[src/rtl/ticket_pkg.sv]
// Shared types and BCD helpers for the ticket-window countdown.
// Used by ticket_timer_ctrl and its testbench.
package ticket_pkg;

  typedef enum logic [1:0] {
    ST_SET  = 2'd0,
    ST_RUN  = 2'd1,
    ST_DONE = 2'd2
  } state_e;

  typedef logic [3:0] bcd_t;

  typedef struct packed {
    bcd_t tens;
    bcd_t ones;
  } bcd2_t;

  localparam bcd2_t BCD_ONE = 8'h01;

  // +1 in BCD; the value max_tens*10 wraps to 00
  function automatic bcd2_t bcd_inc(
    input bcd2_t v,
    input bcd_t  max_tens
  );
    bcd2_t r;
    r = v;
    if (v.tens >= max_tens) begin
      r = '0;
    end else if (v.ones >= 4'd9) begin
      r.tens = v.tens + 4'd1;
      r.ones = 4'd0;
    end else begin
      r.ones = v.ones + 4'd1;
    end
    return r;
  endfunction

  // -1 in BCD; 00 stays at 00
  function automatic bcd2_t bcd_dec(input bcd2_t v);
    bcd2_t r;
    r = v;
    if (v.ones == 4'd0) begin
      if (v.tens != 4'd0) begin
        r.tens = v.tens - 4'd1;
        r.ones = 4'd9;
      end
    end else begin
      r.ones = v.ones - 4'd1;
    end
    return r;
  endfunction

endpackage

[src/rtl/key_debounce.sv]
// Active-low key debouncer: one press pulse per qualified low period.
// Pulse is high in the cycle the low-run counter reaches DEBOUNCE_CYC.
module key_debounce #(
  parameter int DEBOUNCE_CYC = 500_000
) (
  input  logic clk,
  input  logic reset,
  input  logic key_n,
  output logic press
);

  localparam int CW = $clog2(DEBOUNCE_CYC + 1);
  localparam logic [CW-1:0] C_MAX = CW'(DEBOUNCE_CYC);
  localparam logic [CW-1:0] C_PRE = CW'(DEBOUNCE_CYC - 1);

  logic [CW-1:0] r_cnt;
  logic          r_press;

  // saturating low-run counter; pulse registered alongside the final step
  always_ff @(posedge clk) begin
    if (reset) begin
      r_cnt   <= '0;
      r_press <= 1'b0;
    end else begin
      r_press <= !key_n && (r_cnt == C_PRE);
      if (key_n) begin
        r_cnt <= '0;
      end else if (r_cnt != C_MAX) begin
        r_cnt <= r_cnt + 1'b1;
      end
    end
  end

  assign press = r_press;

endmodule

[src/rtl/ticket_timer_ctrl.sv]
// Ticket-window countdown sequencer: preset entry, 1 Hz BCD countdown.
// Optional macro TICKET_AUTO_RELOAD_EN: reload preset on expiry, stay in RUN.
module ticket_timer_ctrl
  import ticket_pkg::*;
#(
  parameter int TICK_CYC     = 12_000_000,
  parameter int DEBOUNCE_CYC = 500_000,
  parameter int MAX_TENS     = 3
) (
  input  logic       clk,
  input  logic       reset,
  input  logic       key_n,
  input  logic       sw,
  output logic [3:0] tens,
  output logic [3:0] ones,
  output logic [1:0] state,
  output logic       expired,
  output logic       busy
);

  localparam int PW = (TICK_CYC > 1) ? $clog2(TICK_CYC) : 1;
  localparam logic [PW-1:0] TICK_LAST = PW'(TICK_CYC - 1);
  localparam bcd_t MAXT = bcd_t'(MAX_TENS);

  state_e        r_state;
  bcd2_t         r_preset;
  bcd2_t         r_count;
  bcd2_t         r_disp;
  logic [PW-1:0] r_presc;
  logic          r_expired;

  state_e        w_state_n;
  bcd2_t         w_preset_n;
  bcd2_t         w_count_n;
  bcd2_t         w_disp_n;
  logic [PW-1:0] w_presc_n;
  logic          w_exp_n;
  logic          w_press;

  key_debounce #(
    .DEBOUNCE_CYC(DEBOUNCE_CYC)
  ) u_key (
    .clk  (clk),
    .reset(reset),
    .key_n(key_n),
    .press(w_press)
  );

  // next-state logic for FSM, preset, count and prescaler
  always_comb begin
    w_state_n  = r_state;
    w_preset_n = r_preset;
    w_count_n  = r_count;
    w_presc_n  = r_presc;
    w_exp_n    = 1'b0;
    unique case (r_state)
      ST_SET: begin
        if (!sw) begin
          if (r_preset == '0) begin
            w_state_n = ST_DONE;
            w_exp_n   = 1'b1;
          end else begin
            w_state_n = ST_RUN;
            w_count_n = r_preset;
            w_presc_n = '0;
          end
        end else if (w_press) begin
          w_preset_n = bcd_inc(r_preset, MAXT);
        end
      end
      ST_RUN: begin
        if (sw) begin
          w_state_n = ST_SET;
        end else if (r_presc == TICK_LAST) begin
          w_presc_n = '0;
          if (r_count == BCD_ONE) begin
            w_exp_n = 1'b1;
`ifdef TICKET_AUTO_RELOAD_EN
            w_count_n = r_preset;
`else
            w_state_n = ST_DONE;
            w_count_n = '0;
`endif
          end else begin
            w_count_n = bcd_dec(r_count);
          end
        end else begin
          w_presc_n = r_presc + 1'b1;
        end
      end
      ST_DONE: begin
        if (sw) begin
          w_state_n = ST_SET;
        end
      end
      default: begin
        w_state_n = ST_SET;
      end
    endcase
  end

  // digits shown for the state being entered
  always_comb begin
    w_disp_n = '0;
    if (w_state_n == ST_SET) begin
      w_disp_n = w_preset_n;
    end else if (w_state_n == ST_RUN) begin
      w_disp_n = w_count_n;
    end
  end

  // state and output registers
  always_ff @(posedge clk) begin
    if (reset) begin
      r_state   <= ST_SET;
      r_preset  <= '0;
      r_count   <= '0;
      r_presc   <= '0;
      r_disp    <= '0;
      r_expired <= 1'b0;
    end else begin
      r_state   <= w_state_n;
      r_preset  <= w_preset_n;
      r_count   <= w_count_n;
      r_presc   <= w_presc_n;
      r_disp    <= w_disp_n;
      r_expired <= w_exp_n;
    end
  end

  assign tens    = r_disp.tens;
  assign ones    = r_disp.ones;
  assign state   = r_state;
  assign expired = r_expired;
  assign busy    = (r_state == ST_RUN);

endmodule

[config.mk]
export PLATFORM = sky130hd
export DESIGN_NAME = ticket_timer_ctrl
export DESIGN_NICKNAME = d
export VERILOG_FILES = /design/src/rtl/ticket_pkg.sv /design/src/rtl/key_debounce.sv /design/src/rtl/ticket_timer_ctrl.sv
export SDC_FILE = /design/constraint.sdc
export NUM_CORES = 1
export LEC_CHECK = 0
export BUFFER_PORTS_ARGS = -buffer_cell sky130_fd_sc_hd__buf_4
export CAP_MARGIN = 25
export CORE_ASPECT_RATIO = 1.25
export CORE_UTILIZATION = 35
export DETAILED_ROUTE_END_ITERATION = 6
export GPL_ROUTABILITY_DRIVEN = 0
export SETUP_SLACK_MARGIN = 0.15
export SLEW_MARGIN = 5
export SYNTH_ARGS = -nofsm -noshare
export SYNTH_HDL_FRONTEND = slang
export SYNTH_SLANG_ARGS = --single-unit
[constraint.sdc]
create_clock -name clk -period 2.15 [get_ports clk]
set_input_delay 0.1075 -clock clk [delete_from_list [all_inputs] [get_ports clk]]
set_output_delay 0.1075 -clock clk [all_outputs]
set_load 0.005 [all_outputs]
---- After elaboration in Yosys (flattened, before gate mapping) ----
Cells that the tools add are included.
storage, ports and cells
  flip-flop bits (word level) ............. 71
operators by class
  magnitude comparators ................... 2
  add/subtract/negate cells ............... 6
  reduce and logical (&&, ||, !) cells .... 10
  multiplexer cells ....................... 35
  equality and inequality tests ........... 10
operator list
  kind                                                                   count
  24-bit two-way mux                                                     4
  8-bit two-way mux                                                      12
  24-bit case mux with 2 select lines                                    1
  24-bit by 1-bit adder with 24-bit output, second input constant        1
  24-bit equality test, second input constant                            1
  19-bit by 1-bit adder with 19-bit output, second input constant        1
  19-bit equality test, second input constant                            1
  19-bit inequality test, second input constant                          1
  4-bit two-way mux                                                      4
  8-bit case mux with 2 select lines                                     1
  2-bit two-way mux                                                      6
  4-bit by 1-bit adder with 4-bit output, second input constant          2
  8-bit by 1-bit equality test with 1-bit output, second input constant  1
  8-bit logical NOT                                                      1
  4-bit by 1-bit subtractor with 4-bit output, second input constant     2
  2-bit inequality test, second input constant                           3
  2-bit case mux with 3 select lines                                     1
  1-bit two-way mux                                                      5
  2-bit by 1-bit equality test with 1-bit output, second input constant  2
  4-bit by 2-bit >= comparator with 1-bit output, second input constant  1
  4-bit >= comparator, second input constant                             1
  2-bit logical NOT                                                      2
  4-bit logical NOT                                                      1
  4-bit AND reduction                                                    1
  7 further kinds                                                        7

---- Longest topological paths before layout ----
Gate-level depths: netlist of the first run.
  word-level depth ........................ 9
  mapped depth ............................ 9

---- Modules after synthesis ----
A second synthesis of the first run with hierarchy kept.
second synthesis, totals
  cells, all modules ...................... 441
  area total of the unflattened synthesis .. 3751.1 um^2
modules (own cells, without submodules)
  module             cells each  area each (um^2)  times used
  ticket_timer_ctrl  334         2766.4            1
  key_debounce       107         984.7             1

---- Least setup slack after synthesis of the first run ----
OpenSTA, ideal clock, no wires.
  path kind ............................... register to register
  start ................................... register r_count[4] (netlist bit)
  end ..................................... register r_disp (netlist bit tens[1])
  stages on the path, launching flop included .. 9
  library setup time ...................... 129 ps
  path slack .............................. 53 ps
  arrival ................................. 1968 ps
  period minus slack after synthesis ...... 2097 ps
  required time ........................... 2021 ps
  cells stage by stage .................... dfxtp_1 -> inv_1 -> ha_1 -> nor3b_1 -> nand2_1 -> a2111oi_2 -> o21bai_1 -> a222oi_1 -> o2bb2ai_1
between the ends
  longest elaborated chain between the ends .. 9
ends and longest elaborated chain
  what                                                                               RTL line                            source
  start, declared                                                                    ticket_timer_ctrl.sv:27             bcd2_t r_count;
  start signal, assigned                                                             ticket_timer_ctrl.sv:124            r_count <= w_count_n;
  4-bit by 1-bit subtractor with 4-bit output or 4-bit nonzero test (tied branches)  ticket_pkg.sv:44, ticket_pkg.sv:43
  8-bit two-way mux                                                                  ticket_pkg.sv:43                    if (v.tens != 4'd0) begin
  4-bit two-way mux                                                                  ticket_pkg.sv:42                    if (v.ones == 4'd0) begin
  8-bit two-way mux                                                                  ticket_timer_ctrl.sv:76             if (r_count == BCD_ONE) begin
  8-bit two-way mux                                                                  ticket_timer_ctrl.sv:74             end else if (r_presc == TICK_LAST) begin
  8-bit two-way mux                                                                  ticket_timer_ctrl.sv:72             if (sw) begin
  8-bit case mux with 2 select lines                                                 ticket_timer_ctrl.sv:56             unique case (r_state)
  8-bit two-way mux                                                                  ticket_timer_ctrl.sv:107            end else if (w_state_n == ST_RUN) begin
  8-bit two-way mux *                                                                ticket_timer_ctrl.sv:105            if (w_state_n == ST_SET) begin
  end signal, assigned                                                               ticket_timer_ctrl.sv:126            r_disp <= w_disp_n;
  end, declared                                                                      ticket_timer_ctrl.sv:28             bcd2_t r_disp;
Every way passes the cells marked *; elsewhere a longest branch is shown, timed or not.
A chain may end at the register's enable or synchronous reset.

---- Worst setup path in the final report of the first run ----
  start ................................... register r_count[0] (netlist bit)
  end ..................................... register r_disp (netlist bit tens[1])
between the ends
  longest elaborated chain between the ends .. 8
ends and longest elaborated chain
  what                                                                                                  RTL line
  8-bit by 1-bit equality test with 1-bit output or 4-bit logical NOT (tied branches)                   ticket_timer_ctrl.sv:76, ticket_pkg.sv:42
  2-bit two-way mux or 4-bit two-way mux (tied branches)                                                ticket_timer_ctrl.sv:76, ticket_pkg.sv:42
  2-bit two-way mux or 8-bit two-way mux (tied branches)                                                ticket_timer_ctrl.sv:74, ticket_timer_ctrl.sv:76
  2-bit two-way mux or 8-bit two-way mux (tied branches)                                                ticket_timer_ctrl.sv:72, ticket_timer_ctrl.sv:74
  2-bit case mux with 3 select lines or 8-bit two-way mux (tied branches)                               ticket_timer_ctrl.sv:56, ticket_timer_ctrl.sv:72
  2-bit by 1-bit equality test with 1-bit output or 8-bit case mux with 2 select lines (tied branches)  ticket_timer_ctrl.sv:107, ticket_timer_ctrl.sv:56
  8-bit two-way mux                                                                                     ticket_timer_ctrl.sv:107
  8-bit two-way mux *                                                                                   ticket_timer_ctrl.sv:105
Marks and branches as above.

==> results of run 1 <==
-- worst reg2reg max path: stages, from the launching register on --
cell,delay [ns]
dfxtp_4,0.37
inv_4,0.07
ha_4,0.13
nor3b_4,0.23
nand2_2,0.10
a2111oi_4,0.42
o21bai_4,0.09
a222oi_1,0.41
o2bb2ai_1,0.10
-- routing by layer --
metal  global-route usage  vias up  wire [microns]
li1                     -     1645               -
met1               0.2134     1564            4099
met2               0.2853       77            4660
met3              0.04297       16             367
met4              0.08103        0             193
met5                    0        -               0
-- cell usage in the layout (no fill, tap or decap), drive strengths merged, types with 3 or more instances in the layout --
| master | Yosys | final |
|---|---|---|
| and3 | 5 | 5 |
| a21o | 4 | 4 |
| a21oi | 17 | 17 |
| nor2b | 4 | 4 |
| nor3b | 3 | 3 |
| ha | 11 | 11 |
| buf | 9 | 69 |
| xnor2 | 11 | 11 |
| or3 | 4 | 4 |
| nand4 | 13 | 13 |
| nand2b | 3 | 3 |
| nor3 | 13 | 13 |
| clkbuf | 10 | 9 |
| o2bb2ai | 3 | 3 |
| nor4b | 4 | 4 |
| or3b | 3 | 3 |
| inv | 16 | 16 |
| and4b | 3 | 3 |
| a211oi | 5 | 5 |
| or2 | 3 | 3 |
| mux2i | 3 | 3 |
| nor4 | 3 | 3 |
| nor2 | 72 | 72 |
| nand3 | 21 | 21 |
| xor2 | 22 | 22 |
| dfxtp | 71 | 71 |
| and2 | 5 | 5 |
| clkinv | 0 | 4 |
| and4 | 4 | 4 |
| o21ai | 15 | 15 |
| o31ai | 3 | 3 |
| nand4b | 3 | 3 |
| a22o | 3 | 3 |
| nand2 | 27 | 27 |
-- kinds of logic after synthesis --
family	synth area share
muxes	0.01133
DFF	0.3900
AOI/OAI and AO/OA	0.1366
adders and majority gates	0.03776
xor gates and xnor gates	0.07930
and+or+nand+nor	0.3038
buffers and inverters	0.04119
-- metrics by stage --
| step | hold slack [ns] | std cells | setup TNS [ns] | worst slack, ns |
|---|---|---|---|---|
| CTS | 0.1121 | 606 | 0 | 0.1078 |
| detailed placement | 0.4493 | 586 | -0.0004545 | -0.0004545 |
| global placement | 0.4530 | 586 | 0 | 0.02504 |
| finish | 0.1305 | 621 | 0 | 0.1069 |
| floorplan | 0.3180 | 427 | 0 | 0.1533 |
| global route | 0.1319 | 621 | -0.02484 | -0.02442 |
-- power groups by stage --
stage / combinational (uW) / sequential [uW] / clock (uW)
3_3_place_gp: 54.1 / 1360 / 0
5_1_grt: 61.5 / 1330 / 1430
3_5_place_dp: 54.1 / 1360 / 0
4_1_cts: 54.7 / 1330 / 1360
6_report: 55.6 / 1330 / 1330
2_1_floorplan: 33.5 / 1350 / 0
-- area by class of cell --
| type | instances | area (sq um) |
|---|---|---|
| flip-flops and latches | 71 | 1443 |
| inverters | 16 | 62.56 |
| well taps | 129 | 161.4 |
| clock inverters | 6 | 38.79 |
| fillers | 912 | 5199 |
| multi-input cells | 321 | 2427 |
| repair buffers | 69 | 549.3 |
| clock buffers | 9 | 225.2 |
-- flip-flops by register name, summed over array words and instances, names as in the netlist --
register / count
state: 2
r_preset: 8
expired: 1
r_presc: 24
r_count: 8
ones: 4
u_key.r_cnt: 19
u_key.press: 1
tens: 4
-- final timing paths --
path,startpoint,endpoint
max,r_count[0]$_SDFF_PP0_,tens[1]$_SDFF_PP0_
min,reset,r_count[5]$_SDFF_PP0_
max reg2reg,r_count[0]$_SDFF_PP0_,tens[1]$_SDFF_PP0_
min reg2reg,r_presc[7]$_SDFFE_PP0P_,r_presc[7]$_SDFFE_PP0P_
-- cells in the mapped netlist (all sizes together) (3+ instances only) --
library cell | number | area, sq um
nand4 | 13 | 93.84
ha | 11 | 137.6
buf | 9 | 51.30
a21oi | 17 | 85.08
o31ai | 3 | 22.52
nor4b | 4 | 35.03
and3 | 5 | 31.28
and4b | 3 | 30.03
xnor2 | 11 | 96.34
or3b | 3 | 26.28
nor3b | 3 | 27.52
and4 | 4 | 35.03
clkbuf | 10 | 38.78
inv | 16 | 60.06
a21o | 4 | 30.03
or3 | 4 | 30.03
nand2b | 3 | 18.77
a22o | 3 | 26.28
nand4b | 3 | 26.28
o2bb2ai | 3 | 26.28
dfxtp | 71 | 1421
nand2 | 27 | 101.4
a211oi | 5 | 37.54
nor2 | 72 | 270.3
o21ai | 15 | 75.07
and2 | 5 | 31.28
nor4 | 3 | 25.02
nor3 | 13 | 75.07
or2 | 3 | 18.77
mux2i | 3 | 30.03
nand3 | 21 | 105.1
nor2b | 4 | 25.02
xor2 | 22 | 192.7
-- what timing repair did --
| action | CTS | global route |
|---|---|---|
| hold buffers | 0 | 0 |
| setup endpoints to repair | 28 | 45 |
| resized for setup | 33 | 59 |
| pin swaps | 13 | 25 |
| buffers inserted | 5 | 15 |
==> results.md, run 1 <==
* Routed WL per cell at 15.01 microns
* Total CTS buffers at 9
* CTS sink cnt at 71
* Max incr delay on CP at 0.42 ns
* Fmax at 0.4894 GHz
* Iter 0 DRT Violations at 146
* Hold path depth at 2
* VDD IR max at 0.3869 mV
* Seq cells post-synth at 71
* Primary FF master, synth: dfxtp_1
* Final #Nets at 503
* Worst Hold Class: in -> reg
* Die Ht at 116.1 microns
* H-tree Lvls at 3
* PwrDens at 552.0 mW/mm^2
* Period Utilization, post-route at 0.9503
* Final Power at 2709 uW
* Die area at 0.01083 sq mm
* Vias per std cell at 5.317
* Library cells used by synthesis at 66
* Part of the power in the clock network at 0.490
* R2R Setup Slk at 0.11 ns
* First-pass GRT wire length at 14.67 mm
* Hold Fails Final Rpt at 0
* Number of global-route vias before repair at 3,071
* Rows at 41
* Synth async-reset ratio at 0
* I/O pins at 16
* Crit-path leading delay family: compound AO/OA/AOI/OAI gates
* Initial antenna violation count at 0
* Register clock-pin slew on the reported worst setup and hold paths at 0.06 ns
* Final-report max-slew violation count at 0
* Count of flip-flops with a built-in enable after synthesis at 0
* Slew @ Worst Pin at 0.4785 ns
* Startpoint types: flop
* Status: completed
* Largest net degree at the start of global routing at 24
* Routed WL at 9.321 mm
* Depth of the most critical reg-to-reg path at 8
* Worst slew margin at 0.6785
* Syn_nets at 442
* RSZ-0062 raised after global routing: yes
* Sw Share at 0.2227
* Skew-Pair Late Insertion Delay at 0.33 ns
* IO Port Bufs at 15
* DP HPWL at 6.066 mm
* CP Capture Type: flop
* Crit path required time at 2.36 ns
* Vias post-DR at 3,302
* Synth warn at 0
* Final Instance Area at 0.004907 sq mm
* Syn avg cell area at 8.536 sq um
* Inserted Diodes at 0
* Longest Clk Path Bufs at 2
* Combinational power share at 0.021
* Tmin final at 2.043 ns
* Kind of critical path: reg -> reg
* Area delta synth->final at 34.64%
* Critical path peak fanout at 5
* NetSw at 603.3 uW
* CP arrival at 2.25 ns
* Mapped cell area at 0.003645 sq mm
* Placeable core region at 0.01011 sq mm
* ANT nets after route at 0
* Bufs and invs on worst path at 1
* Global Route Usage Sum at 0.1734
* Initial Util at 0.3607
* Max cap viols at 0
* Internal at 2106 uW
* Leak Pwr at 0.001812 uW
* DRC viols at 0
* Die X at 93.28 microns
* CTS tree: yes
* Grt total ovfl at 0
* Sequential area share after synthesis at 0.3900
* Layout cell share with drive strength beyond 1 at 0.3435
* Final setup vio count at 0
* Total iterations of the first detailed-routing run at 4
* Cell Area, Placed at 0.004110 sq mm
* Post-Syn Instances at 427
* Final Skew at 0.006308 ns
* Crit path cell chain: inv_4, ha_4, nor3b_4, nand2_2, a2111oi_4, o21bai_4, a222oi_1, o2bb2ai_1
* Crit. path cell count at 8
* Root Buffer Master: clkbuf_16
* Reg power frac at 0.489
* Post-layout util at 0.4856
* Critical-path top delay cell: a2111oi_4
Note: power is estimated with default switching activity, not from simulation.
==> inputs of run 2 (changes only) <==
==> constraint.sdc (replaced) <==
create_clock -name clk -period 2.6 [get_ports clk]
set_input_delay 0.13 -clock clk [delete_from_list [all_inputs] [get_ports clk]]
set_output_delay 0.13 -clock clk [all_outputs]
set_load 0.005 [all_outputs]
==> run 2 against run 1 <==
Fmax shrank 11%. Final cell count shrank 7.6%. Largest power group is now the clock network. Via count shrank 7.4%. Critical path depth shrank 1. Die area is the same. Critical path type unchanged.
==> results.md, run 2 (synthesized netlist as in run 1, its figures left out) <==
* Fmax at 0.4363 GHz (was 0.4894 GHz)
* Period Utilization, post-route at 0.8816 (was 0.9503)
* Leak Pwr at 0.001535 uW (was 0.001812 uW)
* DP HPWL at 5.905 mm (was 6.066 mm)
* CP Capture Type: flop (unchanged)
* Vias post-DR at 3,057 (was 3,302)
* Die area at 0.01083 sq mm (unchanged)
* Startpoint types: flop (unchanged)
* I/O pins at 16 (unchanged)
* Final Instance Area at 0.004179 sq mm (was 0.004907 sq mm)
* Post-layout util at 0.4135 (was 0.4856)
* Inserted Diodes at 0 (unchanged)
* Longest Clk Path Bufs at 2 (unchanged)
* Slew @ Worst Pin at 0.4605 ns (was 0.4785 ns)
* Final Skew at 0.005747 ns (was 0.006308 ns)
* Fillers at 1,018 (was 912)
* Crit path required time at 2.86 ns (was 2.36 ns)
* First-pass GRT wire length at 13.92 mm (was 14.67 mm)
* Critical path peak fanout at 7 (was 5)
* VDD IR max at 0.3935 mV (was 0.3869 mV)
* Tmin final at 2.292 ns (was 2.043 ns)
* Total CTS buffers at 9 (unchanged)
* Placeable core region at 0.01011 sq mm (unchanged)
* Status: completed (unchanged)
* ANT nets after route at 0 (unchanged)
* Root Buffer Master: clkbuf_16 (unchanged)
* Final #Nets at 455 (was 503)
* IO Port Bufs at 15 (unchanged)
* Register clock-pin slew on the reported worst setup and hold paths at 0.06 ns (about the same)
* Die X at 93.28 microns (unchanged)
* Post-Route Setup TNS at 0 ns (unchanged)
* Final setup vio count at 0 (unchanged)
* Most flops, register: r_presc (unchanged)
* Kind of critical path: reg -> reg (unchanged)
* Most common cell after layout, fill and taps aside: nor2_1 (unchanged)
* Total iterations of the first detailed-routing run at 4 (unchanged)
* Final Power at 2366 uW (was 2709 uW)
* DRC viols at 0 (unchanged)
* Cell Area, Placed at 0.003874 sq mm (was 0.004110 sq mm)
* CTS tree: yes (unchanged)
* Max cap viols at 0 (unchanged)
* Routed WL at 8.267 mm (was 9.321 mm)
* Area delta synth->final at 14.66% (was 34.64%)
* CTS sink cnt at 71 (unchanged)
* Skew-Pair Late Insertion Delay at 0.34 ns (was 0.33 ns)
* Max reg flops at 24 (unchanged)
* Largest net degree at the start of global routing at 23 (was 24)
* Final-report max-slew violation count at 0 (unchanged)
* Initial Util at 0.3607 (unchanged)
* Worst Hold Class: in -> reg (unchanged)
* H-tree Lvls at 3 (unchanged)
* R2R Setup Slk at 0.31 ns (was 0.11 ns)
* Initial antenna violation count at 0 (unchanged)
* Biggest regs: r_presc (24), u_key.r_cnt (19) (unchanged)
* Grt total ovfl at 0 (unchanged)
* CTS Hold Bufs at 0 (unchanged)
* CP arrival at 2.55 ns (was 2.25 ns)
* Worst slew margin at 0.6897 (was 0.6785)
* Hold Fails Final Rpt at 0 (unchanged)
* Most frequent cells in the layout: nor2_1, dfxtp_1, nand2_1 (was nor2_1, buf_4, dfxtp_1)
* Layout cell share with drive strength beyond 1 at 0.1213 (was 0.3435)
* Vias per std cell at 5.326 (was 5.317)
* PwrDens at 566.2 mW/mm^2 (was 552.0 mW/mm^2)
* RSZ-0062 raised after global routing: no (was yes)
* Number of global-route vias before repair at 2,907 (was 3,071)
* Die Ht at 116.1 microns (unchanged)
* Rows at 41 (unchanged)
* Iter 0 DRT Violations at 205 (was 146)
* Routed WL per cell at 14.40 microns (was 15.01 microns)
* Hold_ws at 0.1161 ns (was 0.1305 ns)
* Number of setup buffers added after CTS at 0 (was 5)
* Global Route Usage Sum at 0.1660 (was 0.1734)
[run 2: changes by cell type in the layout (fill, tap and decap cells not counted), sizes merged]
cell / previous run / this run
bufinv: 0 / 1
buf: 69 / 21
clkbuf: 9 / 12
clkinv: 4 / 3
clkinvlp: 2 / 0
[run 2: worst paths after layout]
kind,from,cells after the start,endpoint
max reg2reg,r_presc[0]$_SDFFE_PP0P_,7,tens[2]$_SDFF_PP0_
min,sw,2,state[1]$_SDFF_PP0_
min reg2reg,r_presc[7]$_SDFFE_PP0P_,2,r_presc[7]$_SDFFE_PP0P_
max,r_presc[0]$_SDFFE_PP0P_,7,tens[2]$_SDFF_PP0_
[run 2: per-layer routing]
layer | up-vias | global-route usage | part of all wire
li1 | 1542 | - | -
met1 | 1432 | 0.2085 | 0.46
met2 | 63 | 0.2623 | 0.47
met3 | 20 | 0.03646 | 0.038
met4 | 0 | 0.09744 | 0.032
met5 | - | 0 | 0
[run 2: report_power, final]
part	internal, uW	switching [uW]	leakage, uW
registers	1090	5.13	0.000572
logic	13.8	28.8	0.000816
clock network	764	463	0.000146
[run 2: stage by stage]
step / instances / setup WS, ns
after floorplan: 427 / 0.5031
after global routing: 574 / 0.1651
after global placement: 558 / 0.2576
after CTS: 574 / 0.2288
after detailed placement: 558 / 0.1987
final: 574 / 0.3079
[run 2: what timing repair did]
item	in CTS	in global routing
pin swaps	0	1
gates cloned	0	0
setup endpoints to repair	1	7
gates resized for setup	1	3
endpoints found under the hold margin	0	0
[run 2: critical path, cell delays in order, from the launching register on]
cell,delay [ns]
dfxtp_1,0.40
ha_1,0.22
nand3_1,0.14
or2_4,0.32
or3_4,0.41
o41ai_1,0.35
a222oi_1,0.16
o2bb2ai_1,0.20
[run 2: area by class of cell]
cell class              instances  area, sq um  share of cell area
inverters                      16        60.06             0.01437
clock inverters                 4        45.04             0.01078
clock buffers                  12        246.5             0.05898
repair buffers                 21        157.7             0.03772
well taps                     129        161.4             0.03862
flip-flops and latches         71         1421              0.3401
multi-input cells             321         2087              0.4994
